===== config.mk =====
export PLATFORM = sky130hd
export DESIGN_NAME = sort_serializer
export DESIGN_NICKNAME = d
export VERILOG_FILES = /design/src/rtl/sort_serializer.sv
export SDC_FILE = /design/constraint.sdc
export NUM_CORES = 1
export LEC_CHECK = 0
export ABC_AREA = 1
export BUFFER_PORTS_ARGS = -buffer_cell sky130_fd_sc_hd__buf_2
export CORE_ASPECT_RATIO = 1.4
export CORE_UTILIZATION = 34
export CTS_BUF_LIST = sky130_fd_sc_hd__clkbuf_2 sky130_fd_sc_hd__clkbuf_4 sky130_fd_sc_hd__clkbuf_8
export DETAILED_ROUTE_END_ITERATION = 10
export PLACE_DENSITY = 0.64
export SETUP_SLACK_MARGIN = 0.02
export SKIP_LAST_GASP = 1
export SLEW_MARGIN = 20
export SYNTH_ARGS = -nofsm -noshare
export SYNTH_HDL_FRONTEND = slang
export SYNTH_SLANG_ARGS = --single-unit

===== constraint.sdc =====
create_clock -name clk -period 1.7 [get_ports clk]
set_input_delay 0 -clock clk [delete_from_list [all_inputs] [get_ports clk]]
set_output_delay 0 -clock clk [all_outputs]
set_load 0.1 [all_outputs]

===== src/rtl/sort_serializer.sv =====
// sort_serializer: serialises one sorted packed vector per handshake into a
// stream of n elements, each tagged with its index and a last flag.
// Optional build macro SORT_SERIALIZER_ORDER_CHECK_EN adds a sticky err_order
// flag that is raised when a captured vector is not ascending (unsigned).
module sort_serializer #(
    parameter int unsigned n = 8,
    parameter int unsigned k = 4,
    localparam int unsigned IW = $clog2(n)
) (
    input  logic            clk,
    input  logic            rstn,
    input  logic            in_valid,
    output logic            in_ready,
    input  logic [n*k-1:0]  in,
    output logic            out_valid,
    input  logic            out_ready,
    output logic [k-1:0]    out_data,
    output logic [IW-1:0]   out_idx,
    output logic            out_last,
    output logic            err_order
);

    localparam logic [IW-1:0] LastIdx = IW'(n - 1);

    typedef enum logic {StIdle, StSend} state_e;

    state_e           r_state;
    logic [n*k-1:0]   r_hold;
    logic [IW-1:0]    r_idx;
    logic             r_out_valid;
    logic [k-1:0]     r_out_data;
    logic             r_out_last;

    logic             w_is_last;
    logic             w_load;
    logic [IW-1:0]    w_next_idx;
    logic [k-1:0]     w_hold_el [n];

    // Element view of the holding register.
    for (genvar g = 0; g < int'(n); g++) begin : g_hold_el
        assign w_hold_el[g] = r_hold[g*k +: k];
    end

    assign w_is_last  = (r_idx == LastIdx);
    assign w_next_idx = r_idx + IW'(1);

    // Accept in IDLE, or on the last beat of the current vector.
    always_comb begin
        in_ready = 1'b1;
        if (r_state == StSend) begin
            in_ready = w_is_last & out_ready;
        end
    end

    assign w_load = in_valid & in_ready;

    // Serializer FSM: capture, step through elements, registered outputs.
    always_ff @(posedge clk or negedge rstn) begin
        if (!rstn) begin
            r_state     <= StIdle;
            r_hold      <= '0;
            r_idx       <= '0;
            r_out_valid <= 1'b0;
            r_out_data  <= '0;
            r_out_last  <= 1'b0;
        end else if (w_load) begin
            // New vector; in SEND this only happens on the last beat.
            r_state     <= StSend;
            r_hold      <= in;
            r_idx       <= '0;
            r_out_valid <= 1'b1;
            r_out_data  <= in[k-1:0];
            r_out_last  <= 1'b0;
        end else if (r_state == StSend && out_ready) begin
            if (!w_is_last) begin
                r_idx      <= w_next_idx;
                r_out_data <= w_hold_el[w_next_idx];
                r_out_last <= (w_next_idx == LastIdx);
            end else begin
                // Last beat taken with nothing waiting: idx stays n-1 until next capture.
                r_state     <= StIdle;
                r_out_valid <= 1'b0;
                r_out_last  <= 1'b0;
            end
        end
    end

    assign out_valid = r_out_valid;
    assign out_data  = r_out_data;
    assign out_idx   = r_idx;
    assign out_last  = r_out_last;

`ifdef SORT_SERIALIZER_ORDER_CHECK_EN
    logic w_order_bad;
    logic r_err_order;

    // Flag any adjacent pair of the incoming vector that descends.
    always_comb begin
        w_order_bad = 1'b0;
        for (int i = 0; i < int'(n) - 1; i++) begin
            if (in[i*k +: k] > in[(i+1)*k +: k]) begin
                w_order_bad = 1'b1;
            end
        end
    end

    // Sticky error, set on the capture edge of an unsorted vector.
    always_ff @(posedge clk or negedge rstn) begin
        if (!rstn) begin
            r_err_order <= 1'b0;
        end else if (w_load && w_order_bad) begin
            r_err_order <= 1'b1;
        end
    end

    assign err_order = r_err_order;
`else
    assign err_order = 1'b0;
`endif

endmodule


==> key figures, run 1 <==
Yosys
  • Area fraction of the dominant cell type after synthesis: 0.498
  • Synth Area in Adders: 0.0182
  • Most common cell in the synthesized netlist: nand2_1
  • Cell Area, Synth: around 2100 um2
  • Simple-gate share of the synthesized area: 0.260
  • Largest family of logic cells by synthesized area: simple AND/OR/NAND/NOR gates
  • Netlist cell types: 22
  • Mux cell area share after synthesis: 0
  • Synth Instances: between 200 and 300
  • Seq/Total Area, Yosys: 0.498
  • Synth top area cells: dfrtp_1 (50%), nand2_1 (17%), o21ai_0 (7.5%)
  • Post-Syn Area per Cell: around 7.6 um2
  • Synth Area in Compound Gates: 0.0911
  • Yosys warnings: 0
  • EDFF count, synth: 0
  • Post-Syn Nets: 311
  • Cell taking the most area after synthesis: dfrtp_1
  • Synth top cells by count: nand2_1 (94), dfrtp_1 (41), inv_1 (41)
  • Asr flop ratio synth: 1.00
  • Synthesized flop and latch total: 41
  • Top_reg_cell synth: dfrtp_1
  • Post-Synth XOR/XNOR Area: 0

Run status
  • Status: complete, no violations

Floorplan
  • CORE AREA: roughly 5900 um2
  • Die Area: ~6400 um2
  • Io pins: 47
  • Die width: 67.8 um
  • Die Y: roughly 94 um
  • Rows: 33
  • Initial Utilization: 0.351

STA
  • Final Max Slew Viols: 0
  • Slew headroom: 0.655
  • RSZ-0062 raised after global routing: no
  • Hold Vio Cnt, Final: 0
  • Setup TNS: 0 ns
  • Slew @ Worst Pin: a little over 0.5 ns
  • Final min period: around 1.6 ns
  • Endpoints failing setup: 0
  • Period utilization: 0.936
  • F_max: 628 MHz
  • Fin Clk Skew: between 0.01 and 0.015 ns

CTS
  • Clock root cell: clkbuf_8
  • TritonCTS clock tree: built
  • H-tree Lvls: 2
  • Clock buffer count from CTS: 5
  • Clock latency at the later pin of the worst-skew pair: approximately 0.29 ns
  • Clock slew at reported path FFs: around 0.08 ns
  • Clock sink total: between 40 and 50
  • Max clock buf depth: 2

Critical path
  • Crit path max fanout: 9
  • Startpoint Class: flip-flop
  • Critical Path End Type: flip-flop
  • Crit path kind: flip-flop to flip-flop
  • Worst Path Required: just under 2 ns
  • Critical path data arrival time: 1.82 ns

Detailed routing
  • DR iter-0 viols: 78
  • Via density: between 4 and 5
  • Post-Route WL: between 4 and 5 mm
  • Post-DRT Antenna Nets: 0
  • Drt first pass iters: 4
  • DRC viols: 0
  • Wire per inst: ~11 um
  • Vias: about 1.9k

Power
  • Total chip power: around 5.6 mW
  • Power per cell area: approximately 1900 nW/um2
  • Max VDD drop: approximately 640 uV
  • Static Leak: around 1.5 nW

Final layout
  • Post-layout util: 0.501
  • Reg area: 1040 um2
  • Fin nets: between 300 and 400
  • Fillers: 577
  • Area Overhead vs Synth: 42.6%
  • Antenna diode count: 0
  • Multi-input combinational cell area: roughly 900 um2
  • Layout cells sized above 1: 0.274

Placement
  • IO Port Bufs: 45
  • RePlAce Congestion: roughly 0.76
  • DP HPWL: about 3.2 mm

Global routing
  • Largest net degree at the start of global routing: 62
  • First-pass GRT wire length: about 8 mm
  • Grt total ovfl: 0
  • GRT Total Usage: 0.163
  • Initial antenna violation count: 0
  • Vias in the first global route: about 1.8k

Hold path
  • Worst min path class: primary input to flip-flop

Run
  • Max_cap viols: 0
[kinds of logic (layout without fill, tap and decap cells)]
| kind of cell | count (synthesis) | count (layout) |
|---|---|---|
| compound gates | 36 | 36 |
| fa+ha+maj | 3 | 3 |
| buf+inv | 62 | 140 |
| flops | 41 | 41 |
| other cells | 1 | 1 |
| simple gates | 129 | 129 |
[area by class of cell]
type | instances | share of cell area
sequential | 41 | 0.353
multi-input combinational | 169 | 0.305
timing repair buffer | 83 | 0.204
inverter | 49 | 0.0703
tap | 70 | 0.0298
clock buffer | 6 | 0.0260
clock inverter | 2 | 0.0119
[through the flow]
step                cell area, um2  hold slack (ns)  cells  worst slack (ns)
floorplan                     2270           -0.296    272           -0.0945
global placement              2500         0.000542    380            0.0861
detailed placement            2500          0.00650    380            0.0627
CTS                           2900          0.00335    417            0.0305
global route                  2940          0.00747    420            0.0197
finish                        2940           0.0105    420             0.109
[registers in the layout, summed over array words and instances (netlist names)]
signal     cells
out_data       4
out_idx        3
out_last       1
out_valid      1
r_hold        32
[final timing paths]
check / endpoint / cells past startpoint / slack, ns / from
setup / recovery: out_data[3]$_DFFE_PN0P_ / 9 / 0.11 / out_idx[1]$_DFFE_PN0P_
hold / removal: r_hold[1]$_DFFE_PN0P_ / 3 / 0.01 / in[1]
setup reg to reg: out_data[3]$_DFFE_PN0P_ / 9 / 0.11 / out_idx[1]$_DFFE_PN0P_
hold reg to reg: out_last$_DFFE_PN0P_ / 2 / 0.48 / out_last$_DFFE_PN0P_
max in group asynchronous: r_hold[16]$_DFFE_PN0P_ / 3 / 0.95 / rstn
min in group asynchronous: out_last$_DFFE_PN0P_ / 2 / 0.21 / rstn
[worst max-delay path, stage by stage (launching register included)]
cell and delay [ns]:
dfrtp_4 0.52, ha_4 0.17, ha_4 0.16, nand2_4 0.08, nand2_8 0.09, a21oi_2 0.24
nand2_1 0.10, nand3_2 0.08, nand2_1 0.05, inv_1 0.04
[metal layers]
metal	vias to the layer above	wire (um)	GRT usage
met2	32	2290	0.277
li1	980	-	-
met5	-	0	0
met4	0	80	0.0521
met3	8	129	0.0255
met1	849	2070	0.206
[power by group]
part / total, mW / switching [mW] / internal, mW
Clock: 0.778 / 0.327 / 0.452
Combinational: 3.22 / 2.17 / 1.04
Sequential: 1.65 / 0.179 / 1.47
[cells in the final DEF, fill, tap and decap left out, types with 3 or more instances in the layout]
cell type      synthesis  layout
nand2_1               94      92
buf_2                  6      45
inv_1                 41      40
dfrtp_1               41      37
o21ai_1                2      32
dlygate4sd3_1          0      29
nand3_1               26      16
nand3_2                0      10
buf_4                  3       7
clkbuf_8               0       5
clkinv_1               4       4
or2_2                  3       3
ha_4                   0       3
[timing repair]
action	4_1_cts	5_1_grt
buffers inserted	0	2
gates resized for setup	0	4
endpoints found under the hold margin	49	0
setup endpoints to repair	0	35
hold buffers	29	0
Power figures use the tool's default switching activity.
==> run 2: changes to the inputs <==
--- a/config.mk
+++ b/config.mk
@@ -5,13 +5,12 @@
 export SDC_FILE = /design/constraint.sdc
 export NUM_CORES = 1
 export LEC_CHECK = 0
-export ABC_AREA = 1
 export BUFFER_PORTS_ARGS = -buffer_cell sky130_fd_sc_hd__buf_2
 export CORE_ASPECT_RATIO = 1.4
-export CORE_UTILIZATION = 34
+export CORE_UTILIZATION = 50
 export CTS_BUF_LIST = sky130_fd_sc_hd__clkbuf_2 sky130_fd_sc_hd__clkbuf_4 sky130_fd_sc_hd__clkbuf_8
 export DETAILED_ROUTE_END_ITERATION = 10
-export PLACE_DENSITY = 0.64
+export PLACE_DENSITY = 0.85
 export SETUP_SLACK_MARGIN = 0.02
 export SKIP_LAST_GASP = 1
 export SLEW_MARGIN = 20
==> run 2 against run 1 <==
The run now ends with setup timing left. Hold slack improved by 0.076 ns. Total power decreased by 2.4%. Sequential power rose by 9.7%. Global-route usage is 11 points higher. Clock skew fell by 0.0043 ns. Sequential cell count is the same. Via count down 12%. Utilization up 29 points. Area after synthesis grew 0.18%. Critical path type unchanged. Largest cell class is now multi-input combinational cells.
==> key figures, run 2 <==
Detailed routing
  • Post-DRT Antenna Nets: 0 (unchanged)
  • Drt first pass iters: 4 (unchanged)
  • DR WL met2: 3.29 mm (was 2.29 mm)
  • Wire per inst: 20.2 um (was 10.9 um)
  • Post-Route WL: 5.91 mm (was 4.57 mm)
  • DRC viols: 0 (unchanged)
  • Uppermost layer routed: met4 (unchanged)
  • Via density: 5.64 (was 4.45)
  • DR iter-0 viols: 87 (was 78)
  • Vias: 1647 (was 1869)
  • M1 WL: 2.17 mm (was 2.07 mm)
  • Met3 WL: 207 um (was 129 um)

CTS
  • Max clock buf depth: 2 (unchanged)
  • Clock latency at the later pin of the worst-skew pair: 0.31 ns (was 0.29 ns)
  • Clock root cell: clkbuf_8 (unchanged)
  • TritonCTS clock tree: built (unchanged)
  • Clock sink total: 41 (unchanged)
  • H-tree Lvls: 2 (unchanged)
  • Clock slew at reported path FFs: 0.08 ns (about the same)
  • Clock buffer count from CTS: 5 (unchanged)

Global routing
  • GRT Total Usage: 0.269 (was 0.163)
  • Largest net degree at the start of global routing: 30 (was 62)
  • Grt total ovfl: 0 (unchanged)
  • First-pass GRT wire length: 8.67 mm (was 7.88 mm)
  • Vias in the first global route: 1757 (was 1783)
  • Initial antenna violation count: 0 (unchanged)

STA
  • Slew headroom: 0.565 (was 0.655)
  • Setup WS post-layout: -0.0862 ns (was 0.109 ns)
  • Final min period: 1.79 ns (was 1.59 ns)
  • F_max: 560 MHz (was 628 MHz)
  • RSZ-0062 raised after global routing: yes (was no)
  • Hold Vio Cnt, Final: 0 (unchanged)
  • Fin Clk Skew: 0.00629 ns (was 0.0106 ns)
  • Final Max Slew Viols: 0 (unchanged)
  • Slew @ Worst Pin: 0.652 ns (was 0.517 ns)
  • Period utilization: 1.05 (was 0.936)
  • Setup TNS: -2.18 ns (was 0 ns)
  • Endpoints failing setup: 36 (was 0)

Critical path
  • Worst path slowest cell: dfrtp_4 (unchanged)
  • Crit path max fanout: 6 (was 9)
  • Buf/Inv on CP: 1 (unchanged)
  • Critical path data arrival time: 1.98 ns (was 1.82 ns)
  • Critical Path End Type: flip-flop (unchanged)
  • R2R cell count: 6 (was 9)
  • Crit path kind: flip-flop to flip-flop (unchanged)
  • Critical path cell sequence: ha_4 > ha_4 > a21bo_4 > nand2_8 > buf_12 > mux2_2 (was ha_4 > ha_4 > nand2_4 > nand2_8 > a21oi_2 > nand2_1 > nand3_2 > nand2_1 > inv_1)
  • CP delay by family, top: flip-flops (unchanged)
  • Crit. path cell count: 6 (was 9)
  • Most Frequent Cell on Critical Path: ha_4
  • Startpoint Class: flip-flop (unchanged)
  • Worst Path Required: 1.89 ns (was 1.93 ns)
  • CP peak stage delay: 0.51 ns (was 0.52 ns)

Floorplan
  • Die Y: 78.0 um (was 94.1 um)
  • Rows: 27 (was 33)
  • Initial Utilization: 0.522 (was 0.351)
  • Die Area: 4390 um2 (was 6380 um2)
  • Die width: 56.3 um (was 67.8 um)
  • Io pins: 47 (unchanged)
  • CORE AREA: 3950 um2 (was 5860 um2)

Placement
  • RePlAce Congestion: 0.835 (was 0.761)
  • DP HPWL: 3.20 mm (about the same)
  • IO Port Bufs: 45 (unchanged)
  • DP Cell Count: 245 (was 380)
  • Place WS: -0.0688 ns (was 0.0627 ns)

Yosys
  • Synthesized flop and latch total: 41 (unchanged)
  • Most common cell in the synthesized netlist: dfrtp_1 (was nand2_1)
  • Asr flop ratio synth: 1.00 (unchanged)
  • Cell taking the most area after synthesis: dfrtp_1 (unchanged)
  • Synth top cells by count: dfrtp_1 (41), mux2_2 (32), mux2i_1 (17) (was nand2_1 (94), dfrtp_1 (41), inv_1 (41))
  • Top_reg_cell synth: dfrtp_1 (unchanged)
  • Seq/Total Area, Yosys: 0.497 (was 0.498)
  • Synth top area cells: dfrtp_1 (50%), mux2_2 (17%), mux2i_1 (8.2%) (was dfrtp_1 (50%), nand2_1 (17%), o21ai_0 (7.5%))
  • EDFF count, synth: 0 (unchanged)
  • Post-Syn Area per Cell: 12.9 um2 (was 7.58 um2)
  • Yosys warnings: 0 (unchanged)
  • Synth Instances: 160 (was 272)
  • Area fraction of the dominant cell type after synthesis: 0.497 (was 0.498)
  • Post-Syn Nets: 199 (was 311)
  • Cell Area, Synth: 2060 um2 (about the same)
  • Netlist cell types: 24 (was 22)

Run status
  • Status: finished with violations (was complete, no violations)
  • Failing checks: setup timing

Final layout
  • Largest register FFs: 32 (unchanged)
  • Area Overhead vs Synth: 51.9% (was 42.6%)
  • Fin nets: 287 (was 388)
  • Post-layout util: 0.794 (was 0.501)
  • Most common cell after layout, fill and taps aside: buf_2 (was nand2_1)
  • Layout cells sized above 1: 0.454 (was 0.274)
  • Final std cells w/o fill: 292 (was 420)
  • Most frequent cells in the layout: buf_2 (44), dfrtp_1 (37), dlygate4sd3_1 (33) (was nand2_1 (92), buf_2 (45), inv_1 (40))
  • Largest reg by FF count: r_hold (unchanged)
  • Antenna diode count: 0 (unchanged)

Power
  • Max VDD drop: 1660 uV (was 637 uV)
  • Switching Share: 0.401 (was 0.474)
  • Total chip power: 5.51 mW (was 5.65 mW)
  • Power per cell area: 1760 nW/um2 (was 1920 nW/um2)
  • Switching Power: 2.21 mW (was 2.68 mW)
  • Cell-internal power: 3.30 mW (was 2.97 mW)
  • Static Leak: 1.55 nW (was 1.51 nW)
  • Clock group share of total power: 0.147 (was 0.138)
  • Comb pwr share: 0.524 (was 0.570)
  • Sequential share of power: 0.328 (was 0.292)

Hold path
  • Hold path cells: 3 (unchanged)
  • Worst min path class: primary input to flip-flop (unchanged)

Run
  • Max_cap viols: 0 (unchanged)
-- run 2: cell count changes after synthesis, moves of 5 or more --
| cell | change |
|---|---|
| inv_1 | -35 |
| nand2b_1 | +6 |
| buf_2 | -5 |
| mux2_2 | +32 |
| o21ai_0 | -22 |
| mux2i_1 | +17 |
| nand2_1 | -88 |
| nand3_1 | -26 |
-- run 2: final cells by class --
type / count / area (um2)
multi-input cells: 103 / 1110
flip-flops and latches: 41 / 1040
fillers: 232 / 816
repair buffers: 91 / 793
clock buffers: 6 / 76.3
well taps: 43 / 53.8
clock inverters: 2 / 38.8
inverters: 6 / 27.5
-- run 2: kinds of logic after synthesis --
logic type,Yosys count,share of synthesized area
flops,41,0.497
fa+ha+maj,3,0.0182
compound gates,24,0.0764
other cells,1,0.00182
mux,53,0.301
simple gates,22,0.0576
buf+inv,16,0.0485
-- run 2: power by group through the flow --
stage | sequential (mW) | combinational, mW | clock, mW
detailed placement | 1.77 | 2.50 | 0
CTS | 1.75 | 2.72 | 0.820
floorplan | 2.32 | 1.44 | 0
global placement | 1.73 | 2.46 | 0
finish | 1.81 | 2.89 | 0.811
global route | 1.83 | 3.02 | 0.857
-- run 2: repair_timing --
item | CTS | global route
resized for setup | 14 | 12
hold buffers | 33 | 0
hold endpoints to repair | 61 | 0
cloned | 2 | 2
setup endpoints to repair | 40 | 39
setup buffers | 2 | 0
pin swaps | 0 | 2
-- run 2: metal layers --
metal	GRT usage	up-vias
li1	-	749
met5	0	-
met3	0.0494	16
met1	0.293	821
met2	0.499	61
met4	0.122	0
-- run 2: worst min-delay path: stages --
cell and delay, ns:
buf_2 0.17, o21ai_0 0.09, a32oi_1 0.09
-- run 2: metrics by stage --
stage	hold WS [ns]	area [um2]
finish	0.0865	3140
floorplan	-0.296	2200
global route	0.109	3140
CTS	0.0834	3040
detailed placement	0.0649	2470
global placement	0.0576	2470
-- run 2: worst paths after layout --
check / start / end / slack (ns)
worst max-delay path: out_idx[1]$_DFFE_PN0P_ / r_hold[30]$_DFFE_PN0P_ / -0.09
worst min-delay path: out_ready / out_data[3]$_DFFE_PN0P_ / 0.09
worst max register to register: out_idx[1]$_DFFE_PN0P_ / r_hold[30]$_DFFE_PN0P_ / -0.09
worst min register to register: r_hold[18]$_DFFE_PN0P_ / r_hold[18]$_DFFE_PN0P_ / 0.52
max in group asynchronous: rstn / r_hold[24]$_DFFE_PN0P_ / 0.81
min in group asynchronous: rstn / r_hold[14]$_DFFE_PN0P_ / 0.25
